[src/rtl/mult_accum.sv]
// ---------------------------------------------------------------------------
// mult_accum
//   Accumulates a group of unsigned 8-bit products from an upstream 4x4
//   multiplier into an ACC_W-bit sum. The product is zero-extended before it
//   is added. A group ends on a beat marked in_last, or when the group reaches
//   MAX_TERMS terms. The finished result is then held until the downstream
//   accepts it.
//
//   Optional build macro: MULT_ACCUM_SAT_EN
//     defined   -> on overflow the accumulator clamps to 2^ACC_W-1
//     undefined -> the accumulator wraps modulo 2^ACC_W (no clamp logic)
//
// Parameters
//   ACC_W      accumulator/result width, 8..16
//   MAX_TERMS  maximum products per group, 1..31
//
// Ports
//   clk        sole clock; all state changes on the rising edge
//   rst        asynchronous active-high reset
//   in_prod    unsigned product to accumulate
//   in_valid   in_prod is valid this cycle
//   in_last    marks the final term of the group
//   in_ready   block accepts a beat this cycle (high in ACC)
//   out_sum    running sum (ACC) / group result (HOLD)
//   out_count  number of terms accumulated
//   out_ovf    sticky overflow flag for the current group
//   out_valid  result valid (high in HOLD)
//   out_ready  downstream accepts the result
//   dbg_state  current FSM state (0 = ACC, 1 = HOLD)
//
// Handshake: a transfer happens on a rising edge where valid && ready are both
// high. A valid signal stays asserted with its payload stable until the
// transfer happens. Ready depends only on the FSM state, never on valid.
// ---------------------------------------------------------------------------
module mult_accum #(
  parameter int ACC_W     = 12,
  parameter int MAX_TERMS = 16
) (
  input  logic             clk,
  input  logic             rst,
  input  logic [7:0]       in_prod,
  input  logic             in_valid,
  input  logic             in_last,
  output logic             in_ready,
  output logic [ACC_W-1:0] out_sum,
  output logic [4:0]       out_count,
  output logic             out_ovf,
  output logic             out_valid,
  input  logic             out_ready,
  output logic             dbg_state
);

  typedef enum logic {
    ST_ACC  = 1'b0,
    ST_HOLD = 1'b1
  } state_t;

  state_t           state_q;
  logic [ACC_W-1:0] acc_q;
  logic [ACC_W-1:0] acc_d;
  logic [4:0]       cnt_q;
  logic [4:0]       cnt_d;
  logic             ovf_q;

  logic             accept;
  logic             term_end;
  logic [ACC_W:0]   sum_ext;
  logic             carry;

  assign accept   = in_valid && (state_q == ST_ACC);
  // The group closes on an explicit last beat, or on the beat that brings the
  // count up to MAX_TERMS.
  assign term_end = in_last || (cnt_q == 5'(MAX_TERMS - 1));

  // The extra top bit of the sum is the carry-out. It is the overflow indication.
  assign sum_ext = {1'b0, acc_q} + (ACC_W + 1)'(in_prod);
  assign carry   = sum_ext[ACC_W];
  assign cnt_d   = cnt_q + 5'd1;

  always_comb begin
    acc_d = sum_ext[ACC_W-1:0];
`ifdef MULT_ACCUM_SAT_EN
    // A clamped accumulator stays at full scale. Adding zero keeps it there,
    // and any non-zero term carries out and clamps it again.
    if (carry) begin
      acc_d = '1;
    end
`endif
  end

  always_ff @(posedge clk or posedge rst) begin
    if (rst) begin
      state_q <= ST_ACC;
      acc_q   <= '0;
      cnt_q   <= '0;
      ovf_q   <= 1'b0;
    end else begin
      case (state_q)
        ST_ACC: begin
          if (accept) begin
            acc_q <= acc_d;
            cnt_q <= cnt_d;
            ovf_q <= ovf_q | carry;
            if (term_end) begin
              state_q <= ST_HOLD;
            end
          end
        end
        ST_HOLD: begin
          // in_ready is low in HOLD, so no beat can land on the handshake
          // edge. The next group starts from a clean slate.
          if (out_ready) begin
            state_q <= ST_ACC;
            acc_q   <= '0;
            cnt_q   <= '0;
            ovf_q   <= 1'b0;
          end
        end
        default: begin
          state_q <= ST_ACC;
        end
      endcase
    end
  end

  assign in_ready  = (state_q == ST_ACC);
  assign out_valid = (state_q == ST_HOLD);
  assign out_sum   = acc_q;
  assign out_count = cnt_q;
  assign out_ovf   = ovf_q;
  assign dbg_state = state_q;

endmodule

[config.mk]
export PLATFORM = sky130hd
export DESIGN_NAME = mult_accum
export DESIGN_NICKNAME = d
export VERILOG_FILES = /design/src/rtl/mult_accum.sv
export SDC_FILE = /design/constraint.sdc
export NUM_CORES = 1
export LEC_CHECK = 0
export ABC_CLOCK_PERIOD_IN_PS = 5900
export BUFFER_PORTS_ARGS = -buffer_cell sky130_fd_sc_hd__buf_4
export CAP_MARGIN = 20
export CORE_ASPECT_RATIO = 1.25
export CORE_MARGIN = 4
export CORE_UTILIZATION = 35
export DETAILED_ROUTE_END_ITERATION = 10
export HOLD_SLACK_MARGIN = 0.02
export PLACE_DENSITY = 0.65
export SETUP_SLACK_MARGIN = 0.15
export SLEW_MARGIN = 20
export SYNTH_ARGS = -nofsm -noshare
export SYNTH_HDL_FRONTEND = slang
export SYNTH_SLANG_ARGS = --single-unit
[constraint.sdc]
create_clock -name clk -period 5.9 [get_ports clk]
set_input_delay 0.59 -clock clk [delete_from_list [all_inputs] [get_ports clk]]
set_output_delay 0.59 -clock clk [all_outputs]
set_load 0.05 [all_outputs]
[Word-level counts from Yosys, hierarchy flattened]
Index checks and enable logic that the tools add are counted.
Operators by class
  reduce and logical (&&, ||, !) cells: 3
  muxes and demuxes: 13
  add/sub/neg operators: 2
  equality and inequality tests: 3
  bitwise logic cells: 2
Operators with widths (number)
  12-bit 2-to-1 mux: 2
  12-bit one-hot mux with 2 select lines: 1
  12-bit by 8-bit adder with 13-bit output: 1
  5-bit 2-to-1 mux: 2
  5-bit one-hot mux with 2 select lines: 1
  5-bit by 1-bit adder with 5-bit output, second input constant: 1
  5-bit by 4-bit equality test with 1-bit output, second input constant: 1
  1-bit 2-to-1 mux: 5
  1-bit one-hot mux with 2 select lines: 2
  2-bit by 1-bit inequality test with 1-bit output, second input constant: 1
  2-bit inequality test, second input constant: 1
  2-bit AND reduction: 1
  1-bit logical AND: 1
  1-bit logical OR: 1
  1-bit NOT: 1
  1-bit bitwise OR: 1
Word-level totals
  flip-flop bits (word level): 19
  input port bits: 13

[Depth between registers and ports, before layout]
Gate-level depths: netlist of run 1.
  depth in word-level cells: 5
  gate-level depth with buffers: 7
  gate-level depth less buffers: 7

[Worst setup path after synthesis of run 1]
No wires, ideal clock.
  path kind: register -> register
  start point: reg acc_q[0], in the netlist out_sum[0]
  end point: reg acc_q[10], in the netlist out_sum[10]
  buffers on the path: 0
  cell stages (with the launch flop): 8
  library setup time: 0.077 ns
  data required time: 5.823 ns
  setup slack: 3.659 ns
  data arrival time: 2.164 ns
  cells stage by stage: dfrtp_1 -> ha_1 -> fa_1 -> a211oi_1 -> o21ai_1 -> a31oi_1 -> o21ai_0 -> a21oi_1
Between the ends
  longest elaborated chain between the ends: 3
RTL lines
  from (decl): line 59  | logic [ACC_W-1:0] acc_q;
  from (signal assigned): line 94  | acc_q <= '0;
  from (signal assigned): line 101  | acc_q <= acc_d;
  from (signal assigned): line 114  | acc_q <= '0;
  12-bit by 8-bit adder with 13-bit output: line 76  | assign sum_ext = {1'b0, acc_q} + (ACC_W + 1)'(in_prod);
  12-bit 2-to-1 mux: line 100  | if (accept) begin
  12-bit one-hot mux with 2 select lines: line 98  | case (state_q)
Every way passes these cells. The select of a mux whose other input is x is not followed.
A chain may end at the register's enable or synchronous reset.

[Worst setup path in the final report of run 1]
Ends and elaborated chain as after synthesis.

==> flow_summary.yaml, run 1 <==
status:
  status: "completed"
placement:
  gp_congestion: 0.8108
  hpwl_um: 1941
  placed_cell_area_um2: 1400
  portBuffers: 33
synth:
  synth_cell_types: 34
  syn-num-nets: 141
  yosysTopAreaCellShare_pct: 42.32
  ys_top_cells_by_count: "dfrtp_1 (19), nand2_1 (16), o21ai_0 (13), ha_1 (10), a21oi_1 (7)"
  yosys-top-cells-area: "dfrtp_1 (42%), ha_1 (11%), o21ai_0 (5.8%), nand2_1 (5.3%), a21oi_1 (3.1%)"
  yosysWarningCount: 0
  yosysTopAreaCell: "dfrtp_1"
  syn_area_per_cell_um2: 9.603
  synthSimpleGateAreaFrac_pct: 12.47
  ys_seq_area_share_pct: 42.32
  synth.mux.area_fraction_pct: 0.8909
  synth-compound-area-share_pct: 24.72
  synthXorXnorAreaFrac_pct: 3.898
  ys.flop_type: "dfrtp_1"
  synth_edf_count: 0
  ys_seq_elements: 19
  async_flop_share_pct: 100.0
  synth_most_common_cell: "dfrtp_1"
  netlist_instances: 117
  syn_area_um2: 1124
  synth_top_family_by_area: "compound AO/OA/AOI/OAI gates"
  synth-adder-area-share_pct: 12.92
worst_setup_path:
  cp_max_fo: 5
  r2r_start: "out_sum[0]"
  crit_path_end: "out_sum[10]"
  setup.worst_path.class: "flop to flop"
  rrSetupSlack_ns: 3.73
  start_kind: "flop"
  end_kind: "flop"
  crit_start: "out_sum[0]"
  crit_chain: "ha_1, fa_1, a211oi_1, o21ai_1, a31oi_1, o21ai_0, a21oi_1"
  r2r-end: "out_sum[10]"
  critical_path_arrival_ns: 2.40
  cp_slowest_cell: "fa_1"
  cp_data_required_time_ns: 6.13
  max_stage_delay_ns: 0.43
  worstRegToRegCells: 7
grt:
  busiest_layer: "met2"
  grt_pass1_vias: 1060
  antenna_found_initial: 0
  use_met3_pct: 2.342
  grt_pass1_wl_um: 4464
  grt-ovfl-total: 0
  grt_util_all_layers_pct: 13.33
  grt_use_met2_pct: 23.23
  grt_max_degree: 20
  met1_usage_pct: 15.96
clock_network:
  numCtsBuffers: 3
  path_clk_slew_ns: 0.12
  cts_tree: "done"
  root_buffer: "clkbuf_4"
  clockBufferDepth: 2
  ctsHoldBuffers: 0
  clock_latency_ns: 0.30
  cts_htree_levels: 1
  cts_num_sinks: 19
  postCtsSetupBuffers: 0
  postCtsResizedCells: 0
pwr:
  p_per_area_nw_per_um2: 496.3
  comb_power_share_pct: 61.3
  power_switching_share_pct: 51.24
  intPower_uw: 345.4
  p_leak_uw: 0.0006900
  seq_power_share_pct: 29.1
  ir_worst_vdd_mv: 0.3105
  p_switching_uw: 363.1
  p_clk_share_pct: 9.6
sta:
  tightest_slew_ns: 0.8027
  drv_slew: 0
  fmax_mhz: 460.1
  slew_headroom_pct: 46.29
  finClkSkew_ns: 0.003928
  hold_viol_final: 0
  fin_crit_ns: 2.174
  rsz0062_at_grt: "no"
  setup_tns_ns: 0
  fin_crit_sh_pct: 36.84
  setup_viol: 0
final_layout:
  fin_nets: 176
  antenna_cells: 0
  final_area_um2: 1428
  n_fill_cell: 286
  finalCoreUtilization_pct: 47.58
  final_layout_size_suffix_gt1_share_pct: 27.81
  syn_to_final_growth_pct: 27.06
job:
  cap_violations: 0
detailed_routing:
  drc: 0
  drtPass1Iterations: 4
  drt_iter0_drc: 22
  post_drt_wl_per_cell_um: 13.44
  vias_per_cell: 5.219
  ant_nets: 0
  detail_route.wirelength_um: 2514
  vias: 976
floorplanning:
  die_x_um: 58.68
  dieArea_um2: 4186
  rows: 22
  start_util_pct: 37.45
  core_um2: 3000
  ioPinCount: 34
  die_y_um: 71.35
worst_hold_path:
  hp-class: "input port to async pin"
## kinds of logic after synthesis
group | after synthesis
mux | 1
flops | 19
fa+ha+maj | 11
compound gates | 43
simple gates | 31
buf+inv | 7
xor+xnor | 5
## sequential cells by signal (all words and copies together) (netlist names)
| register | cells |
|---|---|
| out_sum | 12 |
| out_count | 5 |
| dbg_state | 1 |
| out_ovf | 1 |
## worst min path at each step
stage,to,cells past startpoint
global placement,out_ovf,2
floorplan,dbg_state,1
CTS,dbg_state,2
detailed placement,out_ovf,2
finish,dbg_state,2
global route,dbg_state,2
## cell type report
cell class / instances / area (um^2) / area share [%]
Multi-Input combinational cell: 91 / 616.8 / 43.21
Clock inverter: 1 / 5.005 / 0.3506
Inverter: 4 / 15.01 / 1.052
Clock buffer: 3 / 22.52 / 1.578
Tap cell: 36 / 45.04 / 3.155
Timing Repair Buffer: 33 / 247.7 / 17.35
Sequential cell: 19 / 475.5 / 33.30
## metrics by stage
step	power [uW]	worst slack, ns	cells	hold slack (ns)
after floorplan	531.4	3.659	117	0.5411
after global placement	640.2	3.500	183	0.4825
after CTS	716.9	3.707	187	0.4356
final	708.5	3.726	187	0.4064
after detailed placement	645.3	3.417	183	0.5037
after global routing	763.4	3.520	187	0.4674
## per-layer routing
layer / up-vias / wire length (um)
met3: 4 / 154
met4: 0 / 28
met5: - / 0
met2: 26 / 1261
met1: 451 / 1070
li1: 495 / -
## power groups by stage
| stage | registers, uW | logic [uW] | clock network (uW) |
|---|---|---|---|
| 2_1_floorplan | 336 | 195 | 0 |
| 4_1_cts | 207 | 439 | 71.0 |
| 6_report | 206 | 434 | 67.9 |
| 5_1_grt | 214 | 473 | 76.2 |
| 3_3_place_gp | 207 | 433 | 0 |
| 3_5_place_dp | 209 | 436 | 0 |
## cells in the final DEF, fill, tap and decap left out, drive strengths merged, types with 4 or more instances in the layout
cell type	Yosys	routed
buf	2	33
xor2	4	4
nand2	16	16
ha	10	10
nor2	4	4
o21ai	20	20
dfrtp	19	19
inv	4	4
a21oi	7	7
## worst max-delay path: cells and delay by family (launching register included)
family	cells	cell delay [ns]
fa+ha+maj	2	0.66
compound gates	5	1.02
flops	1	0.41
No activity file was read; power rests on OpenSTA's default activity.
==> inputs of run 2 (changes only) <==
--- a/config.mk
+++ b/config.mk
@@ -5,7 +5,8 @@
 export SDC_FILE = /design/constraint.sdc
 export NUM_CORES = 1
 export LEC_CHECK = 0
-export ABC_CLOCK_PERIOD_IN_PS = 5900
+export ABC_AREA = 1
+export ABC_CLOCK_PERIOD_IN_PS = 1800
 export BUFFER_PORTS_ARGS = -buffer_cell sky130_fd_sc_hd__buf_4
 export CAP_MARGIN = 20
 export CORE_ASPECT_RATIO = 1.25
@@ -13,7 +14,7 @@
 export CORE_UTILIZATION = 35
 export DETAILED_ROUTE_END_ITERATION = 10
 export HOLD_SLACK_MARGIN = 0.02
-export PLACE_DENSITY = 0.65
+export PLACE_DENSITY = 0.66
 export SETUP_SLACK_MARGIN = 0.15
 export SLEW_MARGIN = 20
 export SYNTH_ARGS = -nofsm -noshare
==> constraint.sdc (replaced) <==
create_clock -name clk -period 1.8 [get_ports clk]
set_input_delay 0.18 -clock clk [delete_from_list [all_inputs] [get_ports clk]]
set_output_delay 0.18 -clock clk [all_outputs]
set_load 0.05 [all_outputs]
==> run 2 against run 1 <==
Compared with the run above: global-route usage fell by 0.82 points; via count rose by 28%; maximum frequency rose by 36%; worst hold slack got worse by 0.31 ns; highest routed layer unchanged; sequential power rose to 3.7 times the previous value; design area rose by 22%; clock power rose to 4.5 times the previous value; register-to-register slack got worse by 3.5 ns; die area rose by 15%; synthesized cell count rose by 61%; non-clock buffer count rose by 2; total power rose to 4.1 times the previous value.
==> flow_summary.yaml, run 2 <==
status:
  status: "completed"
sta:
  hold_viol_final: 0
  tightest_slew_ns: 0.3378
  setup_viol: 0
  fin_crit_sh_pct: 88.90
  fin_crit_ns: 1.600
  finClkSkew_ns: 0.002377
  setup_tns_ns: 0
  slew_headroom_pct: 77.45
  fmax_mhz: 624.9
  drv_slew: 0
  rsz0062_at_grt: "yes"
synth:
  ys_seq_area_share_pct: 36.09
  yosys-top-cells-area: "dfrtp_1 (36%), nand2_1 (18%), ha_1 (9.5%), inv_1 (8.3%), nand3_1 (4.2%)"
  synth_edf_count: 0
  syn_area_um2: 1318
  ys.flop_type: "dfrtp_1"
  yosysWarningCount: 0
  ys_top_cells_by_count: "nand2_1 (63), inv_1 (29), dfrtp_1 (19), nor2_1 (14), nand3_1 (11)"
  yosysTopAreaCell: "dfrtp_1"
  syn_area_per_cell_um2: 7.008
  ys_seq_elements: 19
  synth_most_common_cell: "nand2_1"
  async_flop_share_pct: 100.0
  syn-num-nets: 212
  yosysTopAreaCellShare_pct: 36.09
  netlist_instances: 188
  synth_cell_types: 22
final_layout:
  syn_to_final_growth_pct: 32.38
  final_layout_size_suffix_gt1_share_pct: 25.78
  largest_reg_flops: 12
  antenna_cells: 0
  finalNonFillerCells: 264
  regArea_um2: 479.2
  final_common_cell: "nand2_1"
  layout_common_cells: "nand2_1 (63), buf_4 (34), inv_1 (29), dfrtp_1 (16), nor2_1 (13)"
  fin_nets: 250
  n_fill_cell: 372
  multi_input_area_um2: 784.5
pwr:
  p_per_area_nw_per_um2: 1680
  p_clk_share_pct: 10.5
  ir_worst_vdd_mv: 0.8903
  p_leak_uw: 0.0009568
  seq_power_share_pct: 25.7
  comb_power_share_pct: 63.8
  power_switching_share_pct: 53.13
  intPower_uw: 1373
  p_switching_uw: 1556
worst_hold_path:
  hp-class: "input port to flop"
worst_setup_path:
  max_stage_delay_ns: 0.44
  crit_chain: "ha_4, fa_2, nand2_2, nand2_4, nand3_4, nand2_4, nand2_2, nand2_1, nand2_1, nor2_1"
  cp_slowest_cell: "dfrtp_2"
  cp_data_required_time_ns: 1.95
  setup.worst_path.class: "flop to flop"
  start_kind: "flop"
  crit_buf_inv: 0
  path_delay_family: "simple AND/OR/NAND/NOR gates"
  cp_max_fo: 4
  end_kind: "flop"
  critical_path_arrival_ns: 1.76
clock_network:
  path_clk_slew_ns: 0.08
  root_buffer: "clkbuf_8"
  postCtsSetupBuffers: 0
  cts_num_sinks: 19
  numCtsBuffers: 3
  clock_latency_ns: 0.26
  clockBufferDepth: 2
  cts_tree: "done"
  cts_htree_levels: 1
placement:
  hpwl_um: 2311
  dp_cells: 259
  gp_congestion: 0.8013
  portBuffers: 33
detailed_routing:
  vias: 1254
  vias_per_cell: 4.750
  drtPass1Iterations: 4
  ant_nets: 0
  detail_route.wirelength_um: 2948
  post_drt_wl_per_cell_um: 11.17
  drt_iter0_drc: 36
  drc: 0
grt:
  grt-ovfl-total: 0
  grt_max_degree: 20
  grt_pass1_vias: 1246
  antenna_found_initial: 0
  grt_pass1_wl_um: 5106
  grt_util_all_layers_pct: 12.51
floorplanning:
  start_util_pct: 37.18
  die_y_um: 76.60
  core_um2: 3543
  ioPinCount: 34
  dieArea_um2: 4816
  rows: 24
  die_x_um: 62.88
job:
  cap_violations: 0
## run 2: changes by cell type after synthesis, moves of 2 or more
cell | previous run | this run
or3_1 | 3 | 0
inv_1 | 4 | 29
nand3_2 | 0 | 2
nand3_1 | 2 | 11
o31ai_1 | 2 | 0
xor2_1 | 4 | 0
inv_2 | 0 | 3
nand2_1 | 16 | 63
o21ai_0 | 13 | 6
o21bai_1 | 2 | 0
nand2_2 | 0 | 4
nor2_1 | 4 | 14
a211oi_1 | 2 | 0
## run 2: worst reg2reg max path, cell delays in order (launching register included)
cell	delay (ns)
dfrtp_2	0.44
ha_4	0.18
fa_2	0.34
nand2_2	0.10
nand2_4	0.07
nand3_4	0.09
nand2_4	0.07
nand2_2	0.07
nand2_1	0.05
nand2_1	0.05
nor2_1	0.04
## run 2: power groups by stage
stage / clock (uW) / sequential (uW) / combinational (uW)
after floorplan: 0 / 1270 / 794
final: 308 / 752 / 1870
after global routing: 334 / 783 / 2060
after CTS: 318 / 745 / 1800
after global placement: 0 / 751 / 1780
after detailed placement: 0 / 750 / 1790
## run 2: timing repair
action / CTS / global route
endpoints found under the hold margin: 19 / 0
gates resized for setup: 0 / 9
hold buffers: 1 / 0
endpoints found under the setup margin: 0 / 5
## run 2: cell families after synthesis
kind of cell | share of synthesized area (%)
AND/OR/NAND/NOR | 33.33
flip-flops | 36.09
buffers and inverters | 10.26
AO/OA/AOI/OAI | 9.307
adder cells (fa/ha/maj) | 11.02
## run 2: stage by stage
| stage | utilization, % | hold WS, ns | setup slack [ns] | cell area (um^2) | total power [uW] |
|---|---|---|---|---|---|
| final | 49.22 | 0.1006 | 0.1997 | 1744 | 2929 |
| after global routing | 49.22 | 0.1178 | 0.09838 | 1744 | 3177 |
| after CTS | 47.46 | 0.09851 | 0.1919 | 1682 | 2867 |
| after detailed placement | 45.87 | 0.2320 | 0.2008 | 1625 | 2545 |
| after global placement | 45.87 | 0.2295 | 0.2380 | 1625 | 2527 |
| after floorplan | - | 0.1309 | 0.1502 | 1336 | 2064 |
## run 2: metal layers
metal  up-vias  track usage, %  wire [um]
met3         4           2.360        168
met5         -               0          0
met1       556           15.43       1325
met4         0           2.649         19
li1        667               -          -
met2        27           22.28       1435
## run 2: worst paths after layout
kind,cells past startpoint,from,end,slack (ns)
hold reg to reg,2,out_sum[7],out_sum[7],0.52
setup reg to reg,10,out_sum[0],out_sum[8],0.20
hold / removal,2,out_ready,dbg_state,0.10
setup / recovery,10,out_sum[0],out_sum[8],0.20
max in group asynchronous,4,rst,out_sum[6],1.08
min in group asynchronous,4,rst,out_sum[2],0.49
## run 2: cell type report
type                       count  area share, %
clock buffer                   3          2.367
clock inverter                 1         0.2869
inverter                      32          6.887
multi-input combinational    135          44.98
sequential                    19          27.47
tap                           39          2.798
timing repair buffer          35          15.21
==> inputs of run 3 (changes only) <==
--- a/config.mk
+++ b/config.mk
@@ -5,7 +5,7 @@
 export SDC_FILE = /design/constraint.sdc
 export NUM_CORES = 1
 export LEC_CHECK = 0
-export ABC_AREA = 1
+export ABC_AREA = 0
 export ABC_CLOCK_PERIOD_IN_PS = 1800
 export BUFFER_PORTS_ARGS = -buffer_cell sky130_fd_sc_hd__buf_4
 export CAP_MARGIN = 20
@@ -14,7 +14,7 @@
 export CORE_UTILIZATION = 35
 export DETAILED_ROUTE_END_ITERATION = 10
 export HOLD_SLACK_MARGIN = 0.02
-export PLACE_DENSITY = 0.66
+export PLACE_DENSITY = 0.67
 export SETUP_SLACK_MARGIN = 0.15
 export SLEW_MARGIN = 20
 export SYNTH_ARGS = -nofsm -noshare
==> run 3 against run 2 <==
Compared with the run above: the flow now finishes with violations (negative setup slack); highest routed layer unchanged; worst hold slack worse by 0.099 ns; clock skew grew 0.00052 ns; combinational power decreased by 5%.
==> flow_summary.yaml, run 3 (synthesis results as in run 1) <==
detailed_routing:
  detail_route.wirelength_um: 2859
  ant_nets: 0
  drc: 0
  drt_iter0_drc: 38
  post_drt_wl_per_cell_um: 14.51
  drtPass1Iterations: 4
  vias: 1043
  vias_per_cell: 5.294
worst_setup_path:
  r2r_start: "out_sum[0]"
  setup.worst_path.class: "flop to flop"
  end_kind: "flop"
  start_kind: "flop"
  cp_data_required_time_ns: 2.03
  cp_max_fo: 5
  worstRegToRegCells: 7
  rrSetupSlack_ns: -0.09
  critical_path_arrival_ns: 2.12
  r2r-end: "out_sum[8]"
sta:
  tightest_slew_ns: 0.7509
  fin_crit_sh_pct: 104.9
  hold_viol_final: 0
  finClkSkew_ns: 0.002900
  slew_headroom_pct: 49.89
  fmax_mhz: 529.5
  worst_slack_ns: -0.08851
  setup_viol: 5
  fin_crit_ns: 1.889
  rsz0062_at_grt: "yes"
  drv_slew: 0
floorplanning:
  die_x_um: 58.68
  start_util_pct: 37.45
  dieArea_um2: 4186
  rows: 22
  ioPinCount: 34
  core_um2: 3000
  die_y_um: 71.35
status:
  status: "finished, violations left"
  violations: "negative setup slack"
final_layout:
  final_layout_size_suffix_gt1_share_pct: 45.34
  syn_to_final_growth_pct: 46.66
  n_fill_cell: 288
  regArea_um2: 485.5
  antenna_cells: 0
  largest_reg_flops: 12
  finalCoreUtilization_pct: 54.92
  multi_input_area_um2: 744.5
  fin_nets: 186
  layout_common_cells: "buf_4 (42), nand2_1 (16), dfrtp_1 (11), o21ai_1 (9), o21ai_0 (9)"
  final_common_cell: "buf_4"
  finalNonFillerCells: 197
placement:
  hpwl_um: 2155
  gp_congestion: 0.8217
  portBuffers: 33
  dp_cells: 189
pwr:
  ir_worst_vdd_mv: 0.8678
  p_leak_uw: 0.0007372
  p_per_area_nw_per_um2: 1644
clock_network:
  ctsHoldBuffers: 0
  cts_tree: "done"
  clock_latency_ns: 0.29
  clockBufferDepth: 2
  numCtsBuffers: 3
  path_clk_slew_ns: 0.12
  cts_num_sinks: 19
  cts_htree_levels: 1
  root_buffer: "clkbuf_4"
worst_hold_path:
  hp-class: "input port to async pin"
grt:
  grt_pass1_wl_um: 4788
  busiest_layer: "met2"
  met1_usage_pct: 17.32
  grt_use_met2_pct: 25.59
  use_met3_pct: 2.883
  grt-ovfl-total: 0
  antenna_found_initial: 0
  grt_pass1_vias: 1110
  grt_max_degree: 20
  grt_util_all_layers_pct: 14.21
job:
  cap_violations: 0
## run 3: cell count changes in the layout (fill, tap and decap cells not counted), sizes merged, moves of 3 or more
cell | previous run | this run
nand2 | 67 | 16
inv | 32 | 3
nand3 | 13 | 2
nor2 | 15 | 4
buf | 34 | 43
o21ai | 11 | 20
xor2 | 0 | 4
a211oi | 0 | 3
or3 | 0 | 3
## run 3: worst max path at each step
stage / from / end / slack [ns] / depth (start not counted)
after floorplan: out_sum[0] / out_sum[8] / -0.12 / 7
after detailed placement: out_sum[0] / out_sum[10] / -0.05 / 7
final: out_sum[0] / out_sum[8] / -0.09 / 7
after global routing: out_sum[0] / out_sum[10] / -0.22 / 7
after CTS: out_sum[0] / out_sum[10] / -0.08 / 7
after global placement: out_sum[0] / out_sum[10] / -0.01 / 7
## run 3: cell type report
type / instances / area share, %
Multi-Input combinational cell: 91 / 45.18
Clock inverter: 1 / 0.3037
Tap cell: 36 / 2.733
Clock buffer: 3 / 1.367
Inverter: 4 / 1.139
Sequential cell: 19 / 29.46
Timing Repair Buffer: 43 / 19.82
## run 3: through the flow
stage	TNS (ns)	hold slack (ns)	total power (uW)	cell area, um^2	setup slack (ns)
3_5_place_dp	-0.09491	0.3718	2341	1555	-0.04872
3_3_place_gp	-0.02100	0.3623	2301	1555	-0.01161
2_1_floorplan	-0.3451	0.1306	1901	1234	-0.1221
5_1_grt	-0.7563	0.05302	2905	1648	-0.2160
6_report	-0.2739	0.001499	2709	1648	-0.08851
4_1_cts	-0.2002	0.03046	2694	1633	-0.07624
## run 3: layer usage
layer | wire, um | share of wire, %
met1 | 1215 | 42
met2 | 1456 | 51
met3 | 178 | 6.2
met4 | 10 | 0.35
met5 | 0 | 0
## run 3: what timing repair did
action | CTS | global route
resized for setup | 6 | 3
pin swaps | 8 | 7
buffers inserted | 3 | 1
endpoints found under the setup margin | 8 | 10
## run 3: power by group
part / internal [uW] / switching (uW)
Clock: 82.6 / 139
Sequential: 564 / 157
Combinational: 726 / 1040
## run 3: critical path: stages, from the launching register on
cell and delay, ns:
dfrtp_2 0.45, ha_4 0.17, fa_2 0.34, a211oi_2 0.23, o21ai_1 0.12, a31oi_2 0.26
o21ai_0 0.12, a21oi_1 0.13
